===== src/rtl/fifo_flex_if.sv =====
// Producer/consumer bundle for fifo_flex: write port, pop port, status flags and error controls.
interface fifo_flex_if #(
  parameter int FIFO_WIDTH = 8,
  parameter int FIFO_DEPTH = 16
);
  localparam int CW = $clog2(FIFO_DEPTH + 1);

  logic                  wr_en;
  logic [FIFO_WIDTH-1:0] data_in;
  logic                  rd_en;
  logic                  clr_err;
  logic [FIFO_WIDTH-1:0] data_out;
  logic                  empty;
  logic                  full;
  logic                  almost_empty;
  logic                  almost_full;
  logic [CW-1:0]         count;
  logic                  overflow;
  logic                  underflow;

  modport master (
    output wr_en, data_in, rd_en, clr_err,
    input  data_out, empty, full, almost_empty, almost_full, count, overflow, underflow
  );

  modport slave (
    input  wr_en, data_in, rd_en, clr_err,
    output data_out, empty, full, almost_empty, almost_full, count, overflow, underflow
  );
endinterface


===== src/rtl/fifo_flex.sv =====
// Single-clock FIFO with arbitrary depth, standard or FWFT read, programmable
// almost flags, occupancy count and sticky overflow/underflow.
module fifo_flex #(
  parameter int FIFO_WIDTH = 8,
  parameter int FIFO_DEPTH = 16,
  parameter int FWFT       = 0,
  parameter int AF_LEVEL   = FIFO_DEPTH - 2,
  parameter int AE_LEVEL   = 2
) (
  input logic       clk,
  input logic       rstN,
  fifo_flex_if.slave bus
);
  localparam int CW = $clog2(FIFO_DEPTH + 1);
  localparam int PW = (FIFO_DEPTH > 1) ? $clog2(FIFO_DEPTH) : 1;

  logic [FIFO_WIDTH-1:0] mem [FIFO_DEPTH];
  logic [PW-1:0]         wr_ptr, rd_ptr;
  logic [CW-1:0]         cnt;
  logic                  ovf, udf;
  logic                  is_empty, is_full, rd_ok, wr_ok;

  assign is_empty = (cnt == '0);
  assign is_full  = (cnt == CW'(FIFO_DEPTH));
  assign rd_ok    = bus.rd_en & ~is_empty;
  // A full FIFO can still take a word when the same edge pops one.
  assign wr_ok    = bus.wr_en & (~is_full | rd_ok);

  always_ff @(posedge clk)
    if (wr_ok) mem[wr_ptr] <= bus.data_in;

  // Explicit wrap so depths that are not powers of two work.
  always_ff @(posedge clk or negedge rstN) begin
    if (!rstN) begin
      wr_ptr <= '0;
      rd_ptr <= '0;
    end else begin
      if (wr_ok) wr_ptr <= (wr_ptr == PW'(FIFO_DEPTH - 1)) ? '0 : wr_ptr + 1'b1;
      if (rd_ok) rd_ptr <= (rd_ptr == PW'(FIFO_DEPTH - 1)) ? '0 : rd_ptr + 1'b1;
    end
  end

  always_ff @(posedge clk or negedge rstN) begin
    if (!rstN) cnt <= '0;
    else begin
      case ({wr_ok, rd_ok})
        2'b10:   cnt <= cnt + 1'b1;
        2'b01:   cnt <= cnt - 1'b1;
        default: cnt <= cnt;
      endcase
    end
  end

  // Sticky errors: a new error in the clearing cycle keeps the flag set.
  always_ff @(posedge clk or negedge rstN) begin
    if (!rstN) begin
      ovf <= 1'b0;
      udf <= 1'b0;
    end else begin
      ovf <= (bus.wr_en & ~wr_ok)    | (ovf & ~bus.clr_err);
      udf <= (bus.rd_en & is_empty)  | (udf & ~bus.clr_err);
    end
  end

  generate
    if (FWFT != 0) begin : g_fwft
      assign bus.data_out = is_empty ? '0 : mem[rd_ptr];
    end else begin : g_std
      logic [FIFO_WIDTH-1:0] dout;
      always_ff @(posedge clk or negedge rstN) begin
        if (!rstN)      dout <= '0;
        else if (rd_ok) dout <= mem[rd_ptr];
      end
      assign bus.data_out = dout;
    end
  endgenerate

  assign bus.count        = cnt;
  assign bus.empty        = is_empty;
  assign bus.full         = is_full;
  assign bus.almost_empty = (cnt <= CW'(AE_LEVEL));
  assign bus.almost_full  = (cnt >= CW'(AF_LEVEL));
  assign bus.overflow     = ovf;
  assign bus.underflow    = udf;
endmodule


===== src/flat_wrapper.sv =====
// flat-port wrapper written by rule: the top's interface ports become plain ports
module fifo_flex_flat 
#(
  parameter int FIFO_WIDTH = 8,
  parameter int FIFO_DEPTH = 16,
  parameter int FWFT       = 0,
  parameter int AF_LEVEL   = FIFO_DEPTH - 2,
  parameter int AE_LEVEL   = 2
)
  (clk, rstN, bus_wr_en, bus_data_in, bus_rd_en, bus_clr_err, bus_data_out, bus_empty, bus_full, bus_almost_empty, bus_almost_full, bus_count, bus_overflow, bus_underflow);
  fifo_flex_if #(.FIFO_WIDTH(FIFO_WIDTH), .FIFO_DEPTH(FIFO_DEPTH)) bus_i ();
  input logic clk;
  input logic rstN;
  input wire logic [$bits(bus_i.wr_en)-1:0] bus_wr_en;
  input wire logic [$bits(bus_i.data_in)-1:0] bus_data_in;
  input wire logic [$bits(bus_i.rd_en)-1:0] bus_rd_en;
  input wire logic [$bits(bus_i.clr_err)-1:0] bus_clr_err;
  output wire logic [$bits(bus_i.data_out)-1:0] bus_data_out;
  output wire logic [$bits(bus_i.empty)-1:0] bus_empty;
  output wire logic [$bits(bus_i.full)-1:0] bus_full;
  output wire logic [$bits(bus_i.almost_empty)-1:0] bus_almost_empty;
  output wire logic [$bits(bus_i.almost_full)-1:0] bus_almost_full;
  output wire logic [$bits(bus_i.count)-1:0] bus_count;
  output wire logic [$bits(bus_i.overflow)-1:0] bus_overflow;
  output wire logic [$bits(bus_i.underflow)-1:0] bus_underflow;
  assign bus_i.wr_en = bus_wr_en;
  assign bus_i.data_in = bus_data_in;
  assign bus_i.rd_en = bus_rd_en;
  assign bus_i.clr_err = bus_clr_err;
  assign bus_data_out = bus_i.data_out;
  assign bus_empty = bus_i.empty;
  assign bus_full = bus_i.full;
  assign bus_almost_empty = bus_i.almost_empty;
  assign bus_almost_full = bus_i.almost_full;
  assign bus_count = bus_i.count;
  assign bus_overflow = bus_i.overflow;
  assign bus_underflow = bus_i.underflow;
  fifo_flex #(.FIFO_WIDTH(FIFO_WIDTH), .FIFO_DEPTH(FIFO_DEPTH), .FWFT(FWFT), .AF_LEVEL(AF_LEVEL), .AE_LEVEL(AE_LEVEL)) u_core (.clk(clk), .rstN(rstN), .bus(bus_i));
endmodule

===== config.mk =====
export PLATFORM = sky130hd
export DESIGN_NAME = fifo_flex_flat
export DESIGN_NICKNAME = d
export VERILOG_FILES = /design/src/rtl/fifo_flex_if.sv /design/src/rtl/fifo_flex.sv /design/src/flat_wrapper.sv
export SDC_FILE = /design/constraint.sdc
export NUM_CORES = 1
export LEC_CHECK = 0
export ABC_AREA = 1
export ABC_CLOCK_PERIOD_IN_PS = 3990
export CELL_PAD_IN_SITES_DETAIL_PLACEMENT = 1
export CELL_PAD_IN_SITES_GLOBAL_PLACEMENT = 1
export CORE_MARGIN = 1.5
export CORE_UTILIZATION = 35
export DETAILED_ROUTE_END_ITERATION = 10
export PLACE_DENSITY = 0.57
export SETUP_SLACK_MARGIN = 0.5
export SLEW_MARGIN = 0
export SYNTH_ARGS = -nofsm -noshare
export SYNTH_HDL_FRONTEND = slang
export SYNTH_SLANG_ARGS = --single-unit

===== constraint.sdc =====
create_clock -name clk -period 3.99 [get_ports clk]
set_input_delay 0.9975 -clock clk [delete_from_list [all_inputs] [get_ports clk]]
set_output_delay 0.9975 -clock clk [all_outputs]
set_load 0.02 [all_outputs]

==> results of run 1 <==
## how the worst max path moves through the flow
stage                          end  slack, ns  depth (start not counted)
2_1_floorplan  u_core.bus.count[4]       1.48                         15
3_3_place_gp   u_core.bus.count[4]       0.72                         16
3_5_place_dp   u_core.bus.count[4]       0.70                         16
4_1_cts           bus_almost_empty       0.96                          4
5_1_grt           bus_almost_empty       0.90                          4
6_report          bus_almost_empty       1.01                          4
## stage by stage
stage | worst slack (ns) | util (%) | hold slack [ns] | total power [uW] | std cells
CTS | 0.9570 | 41.73 | 0.4978 | 5760 | 990
finish | 1.005 | 41.73 | 0.4853 | 5679 | 990
detailed placement | 0.6990 | 38.76 | 0.4747 | 4204 | 958
global route | 0.9029 | 41.73 | 0.5204 | 6036 | 990
floorplan | 1.481 | - | 0.5637 | 3491 | 688
global placement | 0.7246 | 38.76 | 0.4754 | 4176 | 958
## cell families after synthesis
group,Yosys count
and+or+nand+nor,360
DFF,151
buffers and inverters,149
xor gates and xnor gates,6
adders and majority gates,8
AOI/OAI and AO/OA,14
## cell usage after synthesis (2+ instances only)
cell type  instances  area share (%)
xor2_1             5            0.64
a21boi_1           2            0.22
nand2_1          225              12
clkbuf_1           2            0.11
inv_2             46             2.5
nor2_1            17            0.94
nor2_2             2            0.18
dfrtp_1           23             8.4
ha_1               8             1.5
nand3_2            2            0.29
nand3_1          110             8.1
buf_4              8            0.88
o22ai_1            2            0.18
o21ai_1            7            0.51
clkinv_1           2            0.11
edfxtp_1         128              56
nand2_2            3            0.28
inv_1             73             4.0
buf_6              5            0.83
buf_2             11            0.81
## final cells by class
cell class	count	area share, %
sequential	151	56.07
multi-input combinational	388	22.35
inverter	122	5.824
clock buffer	17	5.396
timing repair buffer	37	4.507
tap	260	4.126
clock inverter	15	1.730
## routing by layer
layer  GRT usage (%)  share of wire, %  up-vias
li1                -                 -     2262
met5               0                 0        -
met1           25.67                45     2259
met4           6.403               1.3        0
met2           32.17                50       50
met3           3.320               3.2       18
## flip-flops by register name (all words and copies together), names as in the netlist
| name | count |
|---|---|
| u_core.bus.underflow | 1 |
| u_core.bus.overflow | 1 |
| u_core.bus.count | 5 |
| u_core.mem | 128 |
| u_core.bus.data_out | 8 |
| u_core.rd_ptr | 4 |
| u_core.wr_ptr | 4 |
## worst max-delay path, delay by kind of cell, from the launching register on
kind / cells / cell delay (ns)
AOI/OAI and AO/OA: 1 / 0.17
buffers and inverters: 2 / 0.71
DFF: 1 / 0.46
and+or+nand+nor: 1 / 0.22
## where the power goes
| group | internal (uW) | leakage [uW] | switching, uW |
|---|---|---|---|
| combinational | 631 | 0.00167 | 1380 |
| sequential | 1940 | 0.00144 | 187 |
| clock | 823 | 0.000277 | 714 |
| total | 3390 | 0.00338 | 2290 |
==> results.toml, run 1 <==
[worst_setup_path]
critPathLaunch = "u_core.bus.count[2]"
r2r_slack_ns = 1.59
worstPathArrival_ns = 1.99
cp_data_required_time_ns = 2.99
timing.rr.start = "u_core.bus.count[2]"
reg2regPathDepth = 16
critical-path-slowest-cell = "clkdlybuf4s50_1"
cp_slowest_stage_delay_ns = 0.65
start_kind = "flip-flop"
crit_chain = "nor2_2, inv_2, a211oi_1, clkdlybuf4s50_1"
r2r_end = "u_core.bus.count[4]"
path_max_fanout = 6
end_kind = "output port"
critical_path_class = "flip-flop to output port"

[grt]
track_usage_pct = 19.33
grt_max_degree = 67
overflow = 0
antenna_found_initial = 0
grt_pass1_wl_mm = 28.40
grt_pass1_vias = 4917

[min_path]
hold_class = "flip-flop to flip-flop"
min_to = "u_core.bus.data_out[6]"
holdPathStages = 2
min_from = "u_core.bus.data_out[6]"

[timing]
fmax_mhz = 335.1
fin_tns_setup_ns = 0
fin_crit_sh_pct = 74.80
rsz0062_at_grt = "false"
worst_clock_skew_ns = 0.007428
maxSlewHeadroom_pct = 21.34
drv_slew = 0
setup_viol_count_final = 0
worst_pin_slew_ns = 1.178
finalHoldViolations = 0
timing.final.crit_period_ns = 2.985

[job]
cap_violations = 0

[routing]
wire_per_inst_um = 18.16
drc = 0
antenna_left = 0
detail_route.vias_per_cell = 4.635
postRouteWirelength_mm = 17.98
vias = 4589
dr.pass1.iters = 4
first_iter_violations = 298

[clocking]
cts_buffer_depth = 2
cts_setup_buffers = 0
cts_buffers = 17
h-tree-depth = 4
clk_latency_ns = 0.44
numClockSinks = 151
clk_pin_slew_ns = 0.07
cts_tree = "yes"
ctsResizeCount = 0
hold_buffers = 0
cts_root_buf = "clkbuf_16"

[logic_synthesis]
ys_seq_elements = 151
syn_nets = 709
synth_compound_area_share_pct = 1.284
synth_area_um2 = 6823
synth_xor_area_share_pct = 0.7702
ys.warnings.count = 0
ys_seq_area_share_pct = 64.77
synth_flop_cell = "edfxtp_1"
async_reset_ff_share_pct = 15.23
ys_types = 27
synth-edff-count = 128
syn_inst = 688
avgSynthCellArea_um2 = 9.917
synthSimpleGateAreaFrac_pct = 22.30
synth_top_family_by_area = "simple AND/OR/NAND/NOR gates"
synth_fa_ha_area_share_pct = 1.467
synth.mux.area_fraction_pct = 0

[layout]
most-common-layout-cells = "nand2_1, edfxtp_1, nand3_1"
final_cell_area_um2 = 7884
fill_cells = 2165
multi_input_area_um2 = 1762
drive_above_1_share_pct = 13.01
final-seq-area_um2 = 4420
num_antenna_cells = 0
layout.nets = 738
area_delta_synth_final_pct = 15.55
final_common_cell = "nand2_1"

[placement]
port_buffers = 31
place_congestion = 0.8502
placed_area_um2 = 7322
dp_hpwl_mm = 11.92

[die]
die_area_um2 = 20340
coreArea_um2 = 18890
rows = 50
die_x_um = 142.6
initial_core_util_pct = 36.11
io_pins = 32
die_h_um = 142.6

[run_status]
status = "complete, no violations"

[power]
p_leak_uw = 0.003381
power_density_nw_per_um2 = 720.4
ir_drop_v = 0.0003793
Note: power is estimated with default switching activity, not from simulation.
==> inputs of run 2 (changes only) <==
--- a/config.mk
+++ b/config.mk
@@ -6,13 +6,13 @@
 export NUM_CORES = 1
 export LEC_CHECK = 0
 export ABC_AREA = 1
-export ABC_CLOCK_PERIOD_IN_PS = 3990
+export ABC_CLOCK_PERIOD_IN_PS = 2500
 export CELL_PAD_IN_SITES_DETAIL_PLACEMENT = 1
 export CELL_PAD_IN_SITES_GLOBAL_PLACEMENT = 1
 export CORE_MARGIN = 1.5
 export CORE_UTILIZATION = 35
 export DETAILED_ROUTE_END_ITERATION = 10
-export PLACE_DENSITY = 0.57
+export PLACE_DENSITY = 0.6
 export SETUP_SLACK_MARGIN = 0.5
 export SLEW_MARGIN = 0
 export SYNTH_ARGS = -nofsm -noshare
==> constraint.sdc (replaced) <==
create_clock -name clk -period 2.5 [get_ports clk]
set_input_delay 0.625 -clock clk [delete_from_list [all_inputs] [get_ports clk]]
set_output_delay 0.625 -clock clk [all_outputs]
set_load 0.02 [all_outputs]
==> run 2 against run 1 <==
Against the previous run: first-iteration DRC count down 38%; clock-buffer cell count up 9; register-to-register slack worse by 1.1 ns; worst setup slack worse by 0.56 ns; clock power up 62%; combinational power up 83%; non-clock buffer count up 41; cell count up 4.1%; critical endpoint unchanged; largest cell class unchanged; largest power group is now combinational cells; highest routed layer unchanged.
==> results.toml, run 2 (synthesis gave the netlist of run 1 again) <==
[die]
rows = 50
die_h_um = 142.6
io_pins = 32
initial_core_util_pct = 36.11
coreArea_um2 = 18890
die_x_um = 142.6
die_area_um2 = 20340

[grt]
track_usage_pct = 19.12
grt_max_degree = 67
grt_pass1_vias = 5239
antenna_found_initial = 0
grt_pass1_wl_mm = 28.64
overflow = 0

[timing]
fmax_mhz = 487.2
worst_pin_slew_ns = 0.7102
timing.final.crit_period_ns = 2.053
setup_ws_ns = 0.4473
fin_tns_setup_ns = 0
maxSlewHeadroom_pct = 52.58
fin_crit_sh_pct = 82.11
setup_viol_count_final = 0
rsz0062_at_grt = "true"
worst_clock_skew_ns = 0.007058
hold_ws_ns = 0.4822
drv_slew = 0
finalHoldViolations = 0

[layout]
largest_reg_flops = 128
area_delta_synth_final_pct = 22.72
final_common_cell = "nand2_1"
final_core_utilization_pct = 44.32
regMostFlops = "u_core.mem"
multi_input_area_um2 = 1908
drive_above_1_share_pct = 21.40
most-common-layout-cells = "nand2_1, edfxtp_1, nand3_1"
num_antenna_cells = 0
layout.nets = 779
final-seq-area_um2 = 4427
fill_cells = 2149

[worst_setup_path]
path_max_fanout = 4
crit_chain = "nor2_4, inv_2, a211oi_2, buf_4"
cp_slowest_stage_delay_ns = 0.44
end_kind = "output port"
start_kind = "flip-flop"
critical_path_class = "flip-flop to output port"
cp_data_required_time_ns = 1.88
worstPathArrival_ns = 1.43
critical-path-slowest-cell = "dfrtp_2"

[routing]
first_iter_violations = 184
detail_route.vias_per_cell = 4.666
wire_per_inst_um = 17.77
postRouteWirelength_mm = 18.32
dr.pass1.iters = 4
vias = 4811
drc = 0
antenna_left = 0

[run_status]
status = "complete, no violations"

[clocking]
cts_tree = "yes"
cts_root_buf = "clkbuf_16"
h-tree-depth = 4
cts_buffer_depth = 2
clk_pin_slew_ns = 0.06
clk_latency_ns = 0.42
cts_buffers = 17
numClockSinks = 151
hold_buffers = 0

[placement]
dp_hpwl_mm = 11.80
pre_cts_ws_ns = -0.1038
place_congestion = 0.8131
port_buffers = 31

[job]
cap_violations = 0

[power]
power_density_nw_per_um2 = 1135
ir_drop_v = 0.0005091
p_leak_uw = 0.003671

[min_path]
hold_class = "flip-flop to flip-flop"
run 2: worst max-delay path: cells and delay by family, from the launching register on:
kind | cells | cell delay (ns)
flip-flops | 1 | 0.44
AO/OA/AOI/OAI | 1 | 0.14
AND/OR/NAND/NOR | 1 | 0.19
buffers and inverters | 2 | 0.23
run 2: layout make-up:
class                   count  area share [%]
repair buffers             78           7.890
clock inverters             6          0.4035
well taps                 260           3.885
flip-flops and latches    151           52.87
inverters                 122           5.574
multi-input cells         388           22.79
clock buffers              26           6.590
run 2: power by group:
group          switching, uW  leakage (uW)  internal [uW]
Clock                    971      0.000293           1520
Combinational           2440       0.00195           1230
Sequential               240       0.00143           3100
run 2: final timing paths:
check	slack (ns)	cells past startpoint	endpoint	from
max in group asynchronous	1.67	2	u_core.rd_ptr[0]	rstN
worst max register to register	0.51	12	u_core.bus.count[2]	u_core.bus.count[2]
min in group asynchronous	0.56	2	u_core.bus.count[1]	rstN
worst min-delay path	0.48	2	u_core.bus.data_out[2]	u_core.bus.data_out[2]
worst max-delay path	0.45	4	bus_almost_empty	u_core.bus.count[2]
worst min register to register	0.48	2	u_core.bus.data_out[2]	u_core.bus.data_out[2]
run 2: metrics by stage:
stage	instances	power [uW]	cell area, um2
after floorplan	688	5608	6862
after global placement	986	6732	7580
after detailed placement	986	6860	7580
after CTS	1027	9441	8268
after global routing	1031	10130	8373
final	1031	9502	8373
run 2: metal layers:
metal | up-vias | global-route usage [%] | wire (um)
met1 | 2399 | 22.21 | 7759
met3 | 23 | 4.024 | 448
li1 | 2338 | - | -
met5 | - | 0 | 0
met4 | 0 | 6.186 | 323
met2 | 51 | 35.03 | 9785
run 2: what timing repair did:
item,4_1_cts,5_1_grt
setup endpoints to repair,22,11
setup buffers,9,4
gates resized for setup,44,27
endpoints found under the hold margin,0,0
pin swaps,7,10
==> inputs of run 3 (changes only) <==
--- a/config.mk
+++ b/config.mk
@@ -6,13 +6,13 @@
 export NUM_CORES = 1
 export LEC_CHECK = 0
 export ABC_AREA = 1
-export ABC_CLOCK_PERIOD_IN_PS = 2500
+export ABC_CLOCK_PERIOD_IN_PS = 2020
 export CELL_PAD_IN_SITES_DETAIL_PLACEMENT = 1
 export CELL_PAD_IN_SITES_GLOBAL_PLACEMENT = 1
 export CORE_MARGIN = 1.5
 export CORE_UTILIZATION = 35
 export DETAILED_ROUTE_END_ITERATION = 10
-export PLACE_DENSITY = 0.6
+export PLACE_DENSITY = 0.57
 export SETUP_SLACK_MARGIN = 0.5
 export SLEW_MARGIN = 0
 export SYNTH_ARGS = -nofsm -noshare
==> constraint.sdc (replaced) <==
create_clock -name clk -period 2.02 [get_ports clk]
set_input_delay 0.505 -clock clk [delete_from_list [all_inputs] [get_ports clk]]
set_output_delay 0.505 -clock clk [all_outputs]
set_load 0.02 [all_outputs]
==> run 3 against run 2 <==
Against the previous run: the run now ends with setup timing left; worst setup slack got worse by 0.48 ns; clock-buffer cell count fell by 8; register-to-register slack got worse by 0.54 ns; wire length rose by 21%; non-clock buffer count rose by 45.
==> results.toml, run 3 (synthesis gave the netlist of run 1 again) <==
[run_status]
status = "finished, violations left"
violations = "setup timing"

[die]
coreArea_um2 = 18890
die_x_um = 142.6
initial_core_util_pct = 36.11
rows = 50
io_pins = 32
die_h_um = 142.6
die_area_um2 = 20340

[timing]
fin_crit_sh_pct = 101.6
setup_viol_count_final = 24
timing.final.crit_period_ns = 2.051
rsz0062_at_grt = "true"
worst_pin_slew_ns = 0.6005
maxSlewHeadroom_pct = 59.97
setup_ws_ns = -0.03134
drv_slew = 0
finalHoldViolations = 0
fmax_mhz = 487.5
fin_tns_setup_ns = -0.6034
worst_clock_skew_ns = 0.01016

[layout]
largest_reg_flops = 128
num_antenna_cells = 0
most-common-layout-cells = "nand2_1, edfxtp_1, inv_1"
drive_above_1_share_pct = 43.50
regMostFlops = "u_core.mem"
multi_input_area_um2 = 2594
final_common_cell = "nand2_1"
final-seq-area_um2 = 4427
area_delta_synth_final_pct = 45.96
fill_cells = 2010
layout.nets = 824

[grt]
overflow = 0
track_usage_pct = 21.35
antenna_found_initial = 0
grt_pass1_wl_mm = 31.34
grt_pass1_vias = 5403
grt_max_degree = 34

[placement]
port_buffers = 31
dp_hpwl_mm = 12.14
place_congestion = 0.8330

[worst_setup_path]
critical_path_class = "flip-flop to flip-flop"
cp_data_required_time_ns = 2.22
start_kind = "flip-flop"
path_max_fanout = 8
end_kind = "flip-flop"
reg2regPathDepth = 12
worstPathArrival_ns = 2.25

[routing]
wire_per_inst_um = 20.58
detail_route.vias_per_cell = 4.889
vias = 5261
postRouteWirelength_mm = 22.14
dr.pass1.iters = 5
drc = 0
first_iter_violations = 284
antenna_left = 0

[power]
p_leak_uw = 0.004264
ir_drop_v = 0.0007076
power_density_nw_per_um2 = 1508
power_uw = 15020

[clocking]
numClockSinks = 151
clk_pin_slew_ns = 0.06
cts_buffers = 17
clk_latency_ns = 0.43
cts_root_buf = "clkbuf_16"
cts_buffer_depth = 2
cts_tree = "yes"
h-tree-depth = 4

[min_path]
hold_class = "input pin to asynchronous set/reset pin"

[job]
cap_violations = 0
## run 3: cell count changes in the layout (fill, tap and decap cells not counted), moves of 15 or more
| cell | previous run | this run |
|---|---|---|
| nand3_1 | 107 | 41 |
| nand3_2 | 2 | 67 |
| nand2_1 | 218 | 167 |
| nand2_2 | 8 | 46 |
| buf_6 | 5 | 31 |
| buf_12 | 1 | 18 |
| dlygate4sd2_1 | 17 | 1 |
| nor2_4 | 2 | 18 |
| nor2_1 | 16 | 1 |
## run 3: path summary, 6_finish.rpt
| path | start | endpoint | slack, ns |
|---|---|---|---|
| hold reg to reg | u_core.bus.data_out[7] | u_core.bus.data_out[7] | 0.47 |
| max in group asynchronous | rstN | u_core.bus.count[2] | 1.29 |
| hold / removal | rstN | u_core.bus.data_out[3] | 0.45 |
| min in group clk | u_core.bus.data_out[7] | u_core.bus.data_out[7] | 0.47 |
| setup / recovery | u_core.bus.count[3] | u_core.mem[4][5] | -0.03 |
| setup reg to reg | u_core.bus.count[3] | u_core.mem[4][5] | -0.03 |
## run 3: layout make-up
cell class | count | area share, %
Inverter | 122 | 4.800
Multi-Input combinational cell | 388 | 26.05
Clock buffer | 18 | 4.310
Tap cell | 260 | 3.267
Timing Repair Buffer | 123 | 15.30
Sequential cell | 151 | 44.45
Clock inverter | 14 | 1.822
## run 3: worst max-delay path, cell delays in order (launching register included)
cell and delay (ns):
dfrtp_2 0.43, nor2_4 0.19, nand3_2 0.13, inv_4 0.09
a21oi_4 0.06, buf_4 0.13, buf_6 0.11, buf_6 0.11
buf_12 0.14, buf_12 0.13, nand2_8 0.09, nor2_4 0.04
buf_12 0.15
## run 3: power breakdown
part	internal [uW]	switching (uW)	leakage, uW
registers	3840	330	0.00143
logic	3200	4310	0.00254
clock network	2050	1290	0.000289
total	9100	5920	0.00426
## run 3: what timing repair did
| item | 4_1_cts | 5_1_grt |
|---|---|---|
| pin swaps | 24 | 59 |
| buffers inserted | 25 | 18 |
| resized for setup | 165 | 139 |
| hold buffers | 0 | 0 |
| hold endpoints to repair | 0 | 0 |
| gates cloned | 5 | 8 |
| endpoints found under the setup margin | 161 | 156 |
## run 3: metrics by stage
stage	setup WS, ns	hold slack [ns]	util (%)	area (um2)	cells
finish	-0.03134	0.4465	52.71	9958	1076
floorplan	-0.04808	0.2094	-	6988	688
CTS	0.04723	0.4549	47.97	9064	1050
detailed placement	-0.3640	0.4779	41.00	7746	988
global route	-0.1035	0.4819	52.71	9958	1076
global placement	-0.3579	0.4672	41.00	7746	988
## run 3: routing by layer
metal  up-vias  global-route usage (%)  routed length [um]
li1       2444                       -                   -
met1      2670                   25.82                9447
met2       104                   37.30               11240
met3        43                   3.588                 667
met4         0                   9.712                 789
met5         -                       0                   0
